File: src/rtl/imem_loader.sv
// rtl/imem_loader.sv - streams a program into instruction memory, then releases the core
//
// Ports:
//   clk, rst                 rising-edge clock, asynchronous active-low reset
//   in_valid/in_data/in_last program word stream (accepted on in_valid && in_ready)
//   in_ready                 high only while loading
//   reload                   restart a load; honoured only while the core runs
//   imem_we/addr/wdata       one-cycle write strobe, issued the cycle after each accept
//   core_rst                 active-low core reset, released RST_HOLD cycles after the last write
//   done                     program loaded and core running
//   overflow                 sticky: DEPTH words arrived without in_last
//   word_count               words accepted in the current load
module imem_loader #(
    parameter int unsigned DEPTH     = 1024,
    parameter logic [31:0] BASE_ADDR = 32'h0000_0000,
    parameter int unsigned RST_HOLD  = 4
) (
    input  logic                     clk,
    input  logic                     rst,
    input  logic                     in_valid,
    input  logic [31:0]              in_data,
    input  logic                     in_last,
    output logic                     in_ready,
    input  logic                     reload,
    output logic                     imem_we,
    output logic [31:0]              imem_addr,
    output logic [31:0]              imem_wdata,
    output logic                     core_rst,
    output logic                     done,
    output logic                     overflow,
    output logic [$clog2(DEPTH):0]   word_count
);

    localparam int CW = $clog2(DEPTH) + 1;
    localparam int HW = $clog2(RST_HOLD + 1);

    typedef enum logic [1:0] {
        ST_LOAD,
        ST_HOLD,
        ST_RUN
    } state_t;

    state_t          state_q, state_d;
    logic            in_ready_q, in_ready_d;
    logic            imem_we_q, imem_we_d;
    logic [31:0]     imem_addr_q, imem_addr_d;
    logic [31:0]     imem_wdata_q, imem_wdata_d;
    logic            core_rst_q, core_rst_d;
    logic            done_q, done_d;
    logic            overflow_q, overflow_d;
    logic [CW-1:0]   word_count_q, word_count_d;
    logic [HW-1:0]   hold_cnt_q, hold_cnt_d;

    logic accept;

    // in_ready_q is only ever high while in LOAD, so it alone qualifies an accept
    // and in_valid is naturally ignored in HOLD and RUN.
    assign accept = in_valid && in_ready_q;

    always_comb begin
        state_d      = state_q;
        imem_we_d    = 1'b0;
        imem_addr_d  = imem_addr_q;
        imem_wdata_d = imem_wdata_q;
        core_rst_d   = core_rst_q;
        done_d       = done_q;
        overflow_d   = overflow_q;
        word_count_d = word_count_q;
        hold_cnt_d   = hold_cnt_q;

        case (state_q)
            ST_LOAD: begin
                if (accept) begin
                    // word_count before the increment is the index of this word
                    imem_we_d    = 1'b1;
                    imem_addr_d  = BASE_ADDR + (32'(word_count_q) << 2);
                    imem_wdata_d = in_data;
                    word_count_d = word_count_q + 1'b1;
                    if (in_last || (word_count_q == CW'(DEPTH - 1))) begin
                        state_d    = ST_HOLD;
                        overflow_d = !in_last;
                        hold_cnt_d = '0;
                    end
                end
            end
            ST_HOLD: begin
                // The first HOLD cycle carries the final write strobe; the counter
                // then runs through RST_HOLD further cycles before release.
                if (hold_cnt_q == HW'(RST_HOLD)) begin
                    state_d    = ST_RUN;
                    core_rst_d = 1'b1;
                    done_d     = 1'b1;
                end else begin
                    hold_cnt_d = hold_cnt_q + 1'b1;
                end
            end
            ST_RUN: begin
                if (reload) begin
                    state_d      = ST_LOAD;
                    core_rst_d   = 1'b0;
                    done_d       = 1'b0;
                    word_count_d = '0;
                    overflow_d   = 1'b0;
                end
            end
            default: begin
                state_d = ST_LOAD;
            end
        endcase

        // Registered ready follows the next state, so it rises on the first edge
        // after reset and drops in the cycle after the final accept.
        in_ready_d = (state_d == ST_LOAD);
    end

    always_ff @(posedge clk or negedge rst) begin
        if (!rst) begin
            state_q      <= ST_LOAD;
            in_ready_q   <= 1'b0;
            imem_we_q    <= 1'b0;
            imem_addr_q  <= '0;
            imem_wdata_q <= '0;
            core_rst_q   <= 1'b0;
            done_q       <= 1'b0;
            overflow_q   <= 1'b0;
            word_count_q <= '0;
            hold_cnt_q   <= '0;
        end else begin
            state_q      <= state_d;
            in_ready_q   <= in_ready_d;
            imem_we_q    <= imem_we_d;
            imem_addr_q  <= imem_addr_d;
            imem_wdata_q <= imem_wdata_d;
            core_rst_q   <= core_rst_d;
            done_q       <= done_d;
            overflow_q   <= overflow_d;
            word_count_q <= word_count_d;
            hold_cnt_q   <= hold_cnt_d;
        end
    end

    assign in_ready   = in_ready_q;
    assign imem_we    = imem_we_q;
    assign imem_addr  = imem_addr_q;
    assign imem_wdata = imem_wdata_q;
    assign core_rst   = core_rst_q;
    assign done       = done_q;
    assign overflow   = overflow_q;
    assign word_count = word_count_q;

endmodule

File: config.mk
export PLATFORM = sky130hd
export DESIGN_NAME = imem_loader
export DESIGN_NICKNAME = d
export VERILOG_FILES = /design/src/rtl/imem_loader.sv
export SDC_FILE = /design/constraint.sdc
export NUM_CORES = 1
export LEC_CHECK = 0
export CORE_ASPECT_RATIO = 0.8
export CORE_UTILIZATION = 46
export CTS_CLUSTER_SIZE = 12
export DETAILED_ROUTE_END_ITERATION = 8
export GPL_TIMING_DRIVEN = 0
export MAX_ROUTING_LAYER = met4
export PLACE_DENSITY = 0.85
export SYNTH_ARGS = -nofsm -noshare
export SYNTH_HDL_FRONTEND = slang
export SYNTH_SLANG_ARGS = --single-unit
File: constraint.sdc
create_clock -name clk -period 3.7 [get_ports clk]
set_clock_uncertainty 0.05 [all_clocks]
set_input_delay 0.555 -clock clk [delete_from_list [all_inputs] [get_ports clk]]
set_output_delay 0.555 -clock clk [all_outputs]
set_load 0.02 [all_outputs]
==> results.md, run 1 <==
Route:
- After detailed routing, the average wire length per cell comes to approximately 13 µm.
- Once detail routing completed, the nets flagged for antenna violations numbered 0.
- In this run, the number of DRC markers left after iteration 0 of detailed routing was ~110.
- After detailed routing, the number of vias per cell comes to 4.68.
- The number of iterations in the first detailed-routing pass is 4.
- The final wirelength is about 6.5 mm.
- For this run, design rule violations remaining after detail routing come to 0.
- The via total after detailed routing is between 2k and 2.5k.

Yosys:
- The average cell area after synthesis is between 9 and 10 µm².
- The sequential cell area fraction in the yosys report is 0.560.
- The number of different library cells used by synthesis comes to 37.
- The count of mapped cells out of synthesis is around 310.
- Sorting the synthesized cells by how often they occur yields sky130_fd_sc_hd__nand2_1 (145), sky130_fd_sc_hd__dfrtp_1 (63), sky130_fd_sc_hd__buf_4 (26).
- The most used flip-flop cell after synthesis is sky130_fd_sc_hd__dfrtp_1.
- The area of the mapped netlist is roughly 0.0028 mm².
- In this run, synthesis inferred 0 flip-flops with an integrated enable.
- The most frequent cell after synthesis is sky130_fd_sc_hd__nand2_1.
- Synthesis inferred between 60 and 70 register bits.
- The proportion of register bits with asynchronous set or reset after synthesis is 1.00.
- The proportion of netlist area held by the largest area contributor is 0.560.
- The largest total area in the synthesized netlist belongs to sky130_fd_sc_hd__dfrtp_1.
- In the post-synthesis netlist, the biggest area contributors are sky130_fd_sc_hd__dfrtp_1 (56%), sky130_fd_sc_hd__nand2_1 (19%), sky130_fd_sc_hd__buf_4 (6.9%).
- The Yosys step of the flow raised 0 warnings.

Clocking:
- The number of hold-repair buffers added at the cts stage is 0.
- The H-tree depth is 3.
- Post-CTS timing repair inserted 0 buffers for setup.
- For the worst-skew pair, the clock arrives at the later sink with an insertion delay of 340 ps.
- The number of clock sinks seen by CTS is 63.
- The CTS clock-pin slew for the worst setup and hold paths is about 70 ps.
- The number of cells upsized or downsized after cts is 0.
- The cell at the root of the clock tree is sky130_fd_sc_hd__clkbuf_8.
- The CTS buffer count is 9.
- The largest buffer count on any clock path is 2.
- TritonCTS built the clock tree.

Timing:
- The number of endpoints with negative hold slack in the final report is 0.
- Setup repair after global routing left no endpoint under its margin.
- Measured against its own limit, the worst slew margin works out to 0.508.
- The maximum clock frequency is 0.485 GHz.
- The worst path needs just over 2000 ps of the cycle, external delays included.
- The least setup slack across all paths after layout is around 1600 ps.
- For the final routed database, the setup TNS stands at 0 ps.
- The slew of the pin with the lowest slew margin is ~740 ps.
- The final count of pins violating max slew came to 0.
- Setup violations remaining at the end of the flow were counted as 0.
- The fraction of the cycle the final worst path needs is 0.558.

Min path:
- The type of the tightest min-delay check is input port to async pin.

Die:
- The total core area is slightly below 0.006 mm².
- The horizontal die dimension is between 80 and 90 µm.
- The die outline height is 72.0 µm.
- The starting density of the core is 0.476.
- After floorplanning, the core was divided into 25 placement rows.
- The top-level port count is about 120.
- The area of the die is between 0.006 and 0.007 mm².

Critical path:
- The required time at the worst-slack endpoint is 3090 ps.
- The data arrival time of the critical path is between 1000 and 1500 ps.
- The cell with the largest stage delay on the worst path is sky130_fd_sc_hd__clkdlybuf4s50_1.
- The nature of the critical path startpoint is a register.
- The worst register-to-register path begins at word_count[0]$_DFFE_PN0P_.
- The largest stage delay on the critical path is between 600 and 700 ps.
- In this run the worst path has a maximum fanout of 7.
- The critical path goes through clkdlybuf4s50_1.
- The critical path is of the register to primary output type.
- The length in cells of the worst reg-to-reg path is 5.
- The launch point of the worst path is word_count[6]$_DFFE_PN0P_.
- The critical path endpoint category is a primary output.
- The number of buffer and inverter instances along the worst setup path is 1.
- The slack of the worst reg-to-reg path is approximately 2100 ps.
- The kind of cell with the highest combined delay on the critical path is buffers and inverters.
- The capture instance of the worst register-to-register path is hold_cnt_q[1]$_DFFE_PN0P_.

Placed design:
- The number of port buffers is 95.
- The half-perimeter wire length of the detailed placement result is ~4.7 mm.
- The weighted congestion at the end of routability-driven global placement is roughly 0.84.
- The worst setup slack after placement is 1610 ps.

Final layout:
- The post-synthesis to final-layout area growth is 47.5%.
- The number of antenna diodes is 0.
- After the last flow step, the layout net total stands at between 400 and 500.
- The fraction of layout cells with a size suffix above 1 is 0.118.
- The fill cell instance count of the final layout is 447.

Global route:
- The maximum number of pins on one net before global-route repair is 33.
- The overall fraction of global-route tracks in use is 0.222.
- The first-pass GRT wire length is slightly above 10 mm.
- The initial antenna violation count came to 0.
- The number of global-route vias before repair is 2256.
- The overall overflow remaining after global route is 0.

Outcome:
- The run finished with clean final reports.

Power:
- The worst ir drop on vdd is ~0.00045 V.
- The power density over the cells is between 700 and 800 mW/mm².
- The leakage power total is around 0.0021 µW.

Flow run:
- The reported max-cap violation count is 0.
-- how the worst max path moves through the flow --
stage | end | depth (start not counted)
after global routing | word_count[4] | 1
final | word_count[6] | 1
after detailed placement | overflow$_DFFE_PN0P_ | 6
after floorplan | hold_cnt_q[0]$_DFFE_PN0P_ | 5
after CTS | word_count[6] | 1
after global placement | imem_wdata[19]$_DFFE_PN0P_ | 1
-- final cells by class --
cell class / count / area, µm² / share of cell area
Inverter: 4 / 17.5 / 0.00422
Clock buffer: 11 / 151 / 0.0364
Tap cell: 81 / 101 / 0.0244
Multi-Input combinational cell: 227 / 1060 / 0.255
Buffer: 35 / 239 / 0.0575
Sequential cell: 63 / 1580 / 0.379
Timing Repair Buffer: 96 / 966 / 0.232
Clock inverter: 4 / 45.0 / 0.0108
-- worst reg2reg max path: cells and delay by family, from the launching register on --
kind	cells	cell delay [ps]
simple gates	2	420
compound gates	2	370
flops	1	450
fa+ha+maj	1	230
-- metal layers --
layer | vias up | part of all wire | global-route usage
met5 | - | 0 | -
met4 | 0 | 0.0090 | 0.0829
met3 | 8 | 0.072 | 0.0694
met2 | 84 | 0.48 | 0.355
met1 | 1155 | 0.44 | 0.264
li1 | 1192 | - | -
-- state kept, by name (all words and copies together) (netlist names) --
name,flops
done,1
overflow,1
hold_cnt_q,3
imem_we,1
word_count,11
in_ready,1
state_q,2
imem_addr,11
imem_wdata,32
-- per-stage QoR --
stage                util  hold slack (ps)  instances  power, µW  cell area [µm²]
floorplan               -              209        329       1870             2890
global placement    0.667              407        505       2470             3940
detailed placement  0.670              411        506       2520             3960
CTS                 0.703              239        521       3120             4160
global route        0.703              268        521       3300             4160
finish              0.703              221        521       3090             4160
-- kinds of logic after synthesis --
group,Yosys count,synth area share
and+or+nand+nor,178,0.264
DFF,63,0.560
buffers and inverters,39,0.0911
AOI/OAI and AO/OA,16,0.0422
xor gates and xnor gates,8,0.0249
adders and majority gates,3,0.0133
other,1,0.00133
muxes,1,0.00355
-- layout by cell type, fill, tap and decap left out, drive strengths merged, types with 2 or more instances in the layout --
| cell | n |
|---|---|
| nor2 | 14 |
| buf | 32 |
| xor2 | 8 |
| nand4 | 5 |
| a31oi | 2 |
| clkdlybuf4s50 | 94 |
| conb | 21 |
| inv | 4 |
| clkinv | 3 |
| nand2 | 145 |
| and4 | 2 |
| ha | 3 |
| and3 | 5 |
| a32o | 2 |
| nand3 | 2 |
| dfrtp | 63 |
| nor2b | 2 |
| clkbuf | 16 |
| o21ai | 5 |
-- where the power goes --
| group | total [µW] | switching (µW) | internal, µW |
|---|---|---|---|
| sequential | 1090 | 157 | 934 |
| clock | 592 | 252 | 340 |
| combinational | 1410 | 769 | 638 |
(Power assumes the default switching activity.)
==> run 2, diff against run 1 <==
--- a/config.mk
+++ b/config.mk
@@ -6,12 +6,12 @@
 export NUM_CORES = 1
 export LEC_CHECK = 0
 export CORE_ASPECT_RATIO = 0.8
-export CORE_UTILIZATION = 46
+export CORE_UTILIZATION = 43
 export CTS_CLUSTER_SIZE = 12
 export DETAILED_ROUTE_END_ITERATION = 8
 export GPL_TIMING_DRIVEN = 0
 export MAX_ROUTING_LAYER = met4
-export PLACE_DENSITY = 0.85
+export PLACE_DENSITY = 0.8
 export SYNTH_ARGS = -nofsm -noshare
 export SYNTH_HDL_FRONTEND = slang
 export SYNTH_SLANG_ARGS = --single-unit
==> constraint.sdc (replaced) <==
create_clock -name clk -period 2 [get_ports clk]
set_clock_uncertainty 0.05 [all_clocks]
set_input_delay 0.3 -clock clk [delete_from_list [all_inputs] [get_ports clk]]
set_output_delay 0.3 -clock clk [all_outputs]
set_load 0.02 [all_outputs]
==> results.md, run 2 (synthesis results as in run 1) <==
Global route:
- The first global-routing pass estimated around 11 mm of wire.
- The maximum number of pins on one net before global-route repair is between 60 and 70.
- Across every metal layer, demand over resource in global routing totals 0.209.
- The number of global-route vias before repair is 2210.
- The initial antenna violation count is 0.
- The overall overflow remaining after global route is 0.

Final layout:
- The register with the most flip-flops in the layout has 32 of them.
- The final layout contains 475 nets.
- The most common cell after layout, fill and taps aside is sky130_fd_sc_hd__nand2_1.
- Of the cells placed in the final design, the portion with a size suffix greater than 1 is 0.116.
- 0 antenna diodes ended up in the layout.
- The post-synthesis to final-layout area growth is 46.6%.
- The top cell types in the final layout, fill and taps aside, are sky130_fd_sc_hd__nand2_1 (145), sky130_fd_sc_hd__clkdlybuf4s50_1 (94), sky130_fd_sc_hd__dfrtp_1 (63).
- The fill cell instance count of the final layout is around 530.
- The cell area after layout is 0.00413 mm².

Critical path:
- In this design, the stage delay of the slowest critical-path cell is 660 ps.
- The nature of the critical path startpoint is a register.
- The kind of cell with the highest combined delay on the critical path is buffers and inverters.
- Data arrives at the worst endpoint at approximately 1500 ps.
- Walking the worst path, the cells encountered are clkdlybuf4s50_1.
- Data on the critical path is required at its endpoint by around 1700 ps.
- In this run the worst path has a maximum fanout of 7.
- On the critical path, the stage with the largest delay is an instance of sky130_fd_sc_hd__clkdlybuf4s50_1.
- The number of buffer and inverter instances along the worst setup path is 1.
- STA classifies the critical path endpoint as a primary output.
- The critical path class is register to primary output.

Die:
- The die outline height is about 74 µm.
- The horizontal die dimension is approximately 90 µm.
- The floorplan step defined a die boundary enclosing between 0.006 and 0.007 mm².
- For this configuration, the core starts out at a cell density of 0.462.
- The total core area is 0.00610 mm².
- The floorplan has 25 rows.
- The top-level port count is between 100 and 150.

Route:
- For this block, the via count after detailed routing is 2384.
- The number of nets still failing antenna checks after routing is 0.
- The detailed router used layers up to and including met4.
- The final wirelength is between 6 and 7 mm.
- The wire length on met1 is between 2 and 3 mm.
- After detailed routing, the average wire length per cell comes to 13.0 µm.
- The first routing iteration left about 130 violations.
- The number of iterations in the first detailed-routing pass is 4.
- The number of DRC violations after detailed routing is 0.
- The total length of routed met3 wires is 493 µm.
- Dividing the detail-routed via count by the number of cells gives 4.58.
- The wire length on met2 is ~3.2 mm.

Clocking:
- The cell at the root of the clock tree is sky130_fd_sc_hd__clkbuf_8.
- The buffers inserted during post-CTS setup optimization is 0.
- The largest buffer count on any clock path is 2.
- Clock-pin slew was measured on the worst setup and hold paths at approximately 70 ps.
- The number of clock sinks seen by CTS is between 60 and 70.
- TritonCTS built the clock tree.
- Post-CTS repair changed the size of 0 cells.
- CTS built an H-tree with a depth of 3.
- The clock insertion delay at the later pin of the skew report is 330 ps.
- The number of hold-repair buffers added at the cts stage is 0.
- The number of clock buffers added by TritonCTS is 9.

Timing:
- The number of endpoints with negative hold slack in the final report is 4.
- The least setup slack across all paths after layout is 185 ps.
- Final hold analysis gives a worst-case slack of -5.29 ps.
- Setup violations remaining at the end of the flow were counted as 0.
- After routing, the total negative slack on setup checks comes to 0 ps.
- In the finished design, the share of the clock period the worst path needs comes to 0.908.
- The final count of pins violating max slew was 0.
- Setup repair after global routing left no endpoint under its margin.
- The maximum clock frequency is roughly 0.55 GHz.
- The worst pin sits at a relative slew slack of 0.474.
- For the pin with the worst max-slew slack, the measured transition is roughly 790 ps.
- The routed design could run at a clock period as short as 1820 ps.

Placed design:
- The half-perimeter wire length of the detailed placement result is around 4.9 mm.
- At the placement stage, the worst setup path has a slack of 171 ps.
- The placed instances occupy a cell area of roughly 0.004 mm².
- The congestion estimate from routability-driven global placement came to around 0.82.
- The number of port buffers is 95.

Power:
- The power density over the cells is between 1000 and 1500 mW/mm².
- The leakage power total is 0.00210 µW.
- Summing internal, switching and leakage power gives about 5700 µW.
- The worst-case IR drop observed on VDD is 0.000618 V.

Outcome:
- The flow ran to the end, but the final reports show violations.
- The checks that failed: hold timing.

Min path:
- The worst hold path belongs to the class input port to async pin.

Flow run:
- Max-cap violations in this run came to 0.
run 2: cell count changes in the layout (fill, tap and decap cells not counted), sizes merged:
| cell | before | now |
|---|---|---|
| buf | 32 | 31 |
| clkbuf | 16 | 15 |
| clkinv | 3 | 4 |
| clkinvlp | 0 | 1 |
run 2: worst paths after layout:
| check | from | end | slack [ps] | cells after the start |
|---|---|---|---|---|
| hold reg to reg | imem_wdata[24]$_DFFE_PN0P_ | imem_wdata[24]$_DFFE_PN0P_ | 420 | 2 |
| min in group clk | imem_wdata[24]$_DFFE_PN0P_ | imem_wdata[24]$_DFFE_PN0P_ | 420 | 2 |
| setup / recovery | word_count[4]$_DFFE_PN0P_ | word_count[4] | 180 | 1 |
| hold / removal | rst | imem_wdata[18]$_DFFE_PN0P_ | -5 | 1 |
| setup reg to reg | word_count[0]$_DFFE_PN0P_ | hold_cnt_q[1]$_DFFE_PN0P_ | 360 | 5 |
| max in group asynchronous | rst | imem_wdata[27]$_DFFE_PN0P_ | 1380 | 1 |
run 2: final cells by class:
type | instances | area (µm²) | area share
sequential | 63 | 1580 | 0.382
multi-input combinational | 227 | 1060 | 0.256
timing repair buffer | 95 | 948 | 0.230
buffer | 35 | 239 | 0.0579
clock buffer | 10 | 128 | 0.0309
tap | 81 | 101 | 0.0245
clock inverter | 6 | 61.3 | 0.0148
inverter | 4 | 17.5 | 0.00424
run 2: metrics by stage:
step,util,hold WS (ps),std cells
6_report,0.677,-5.29,521
5_1_grt,0.677,53.5,521
4_1_cts,0.677,13.7,521
3_5_place_dp,0.646,384,505
3_3_place_gp,0.647,407,505
2_1_floorplan,-,-45.6,329
run 2: power breakdown:
part / total [µW] / switching [µW] / internal (µW)
registers: 2010 / 280 / 1730
clock network: 1060 / 486 / 571
logic: 2630 / 1450 / 1180
run 2: routing by layer:
| layer | up-vias | global-route usage |
|---|---|---|
| li1 | 1185 | - |
| met1 | 1107 | 0.262 |
| met2 | 84 | 0.329 |
| met3 | 8 | 0.0613 |
| met4 | 0 | 0.0677 |
| met5 | - | - |
==> run 3, diff against run 2 <==
==> constraint.sdc (replaced) <==
create_clock -name clk -period 2 [get_ports clk]
set_clock_uncertainty 0.05 [all_clocks]
set_input_delay 0.4 -clock clk [delete_from_list [all_inputs] [get_ports clk]]
set_output_delay 0.4 -clock clk [all_outputs]
set_load 0.02 [all_outputs]
==> results of run 3 <==
The final DEF is identical to that of run 2. Status: finished clean.
Main changes from that run: setup slack after placement 171 ps -> 70.5 ps; setup slack after layout 185 ps -> 84.9 ps; hold slack -5.29 ps -> 94.7 ps; number of hold violations in the final report 4 -> 0
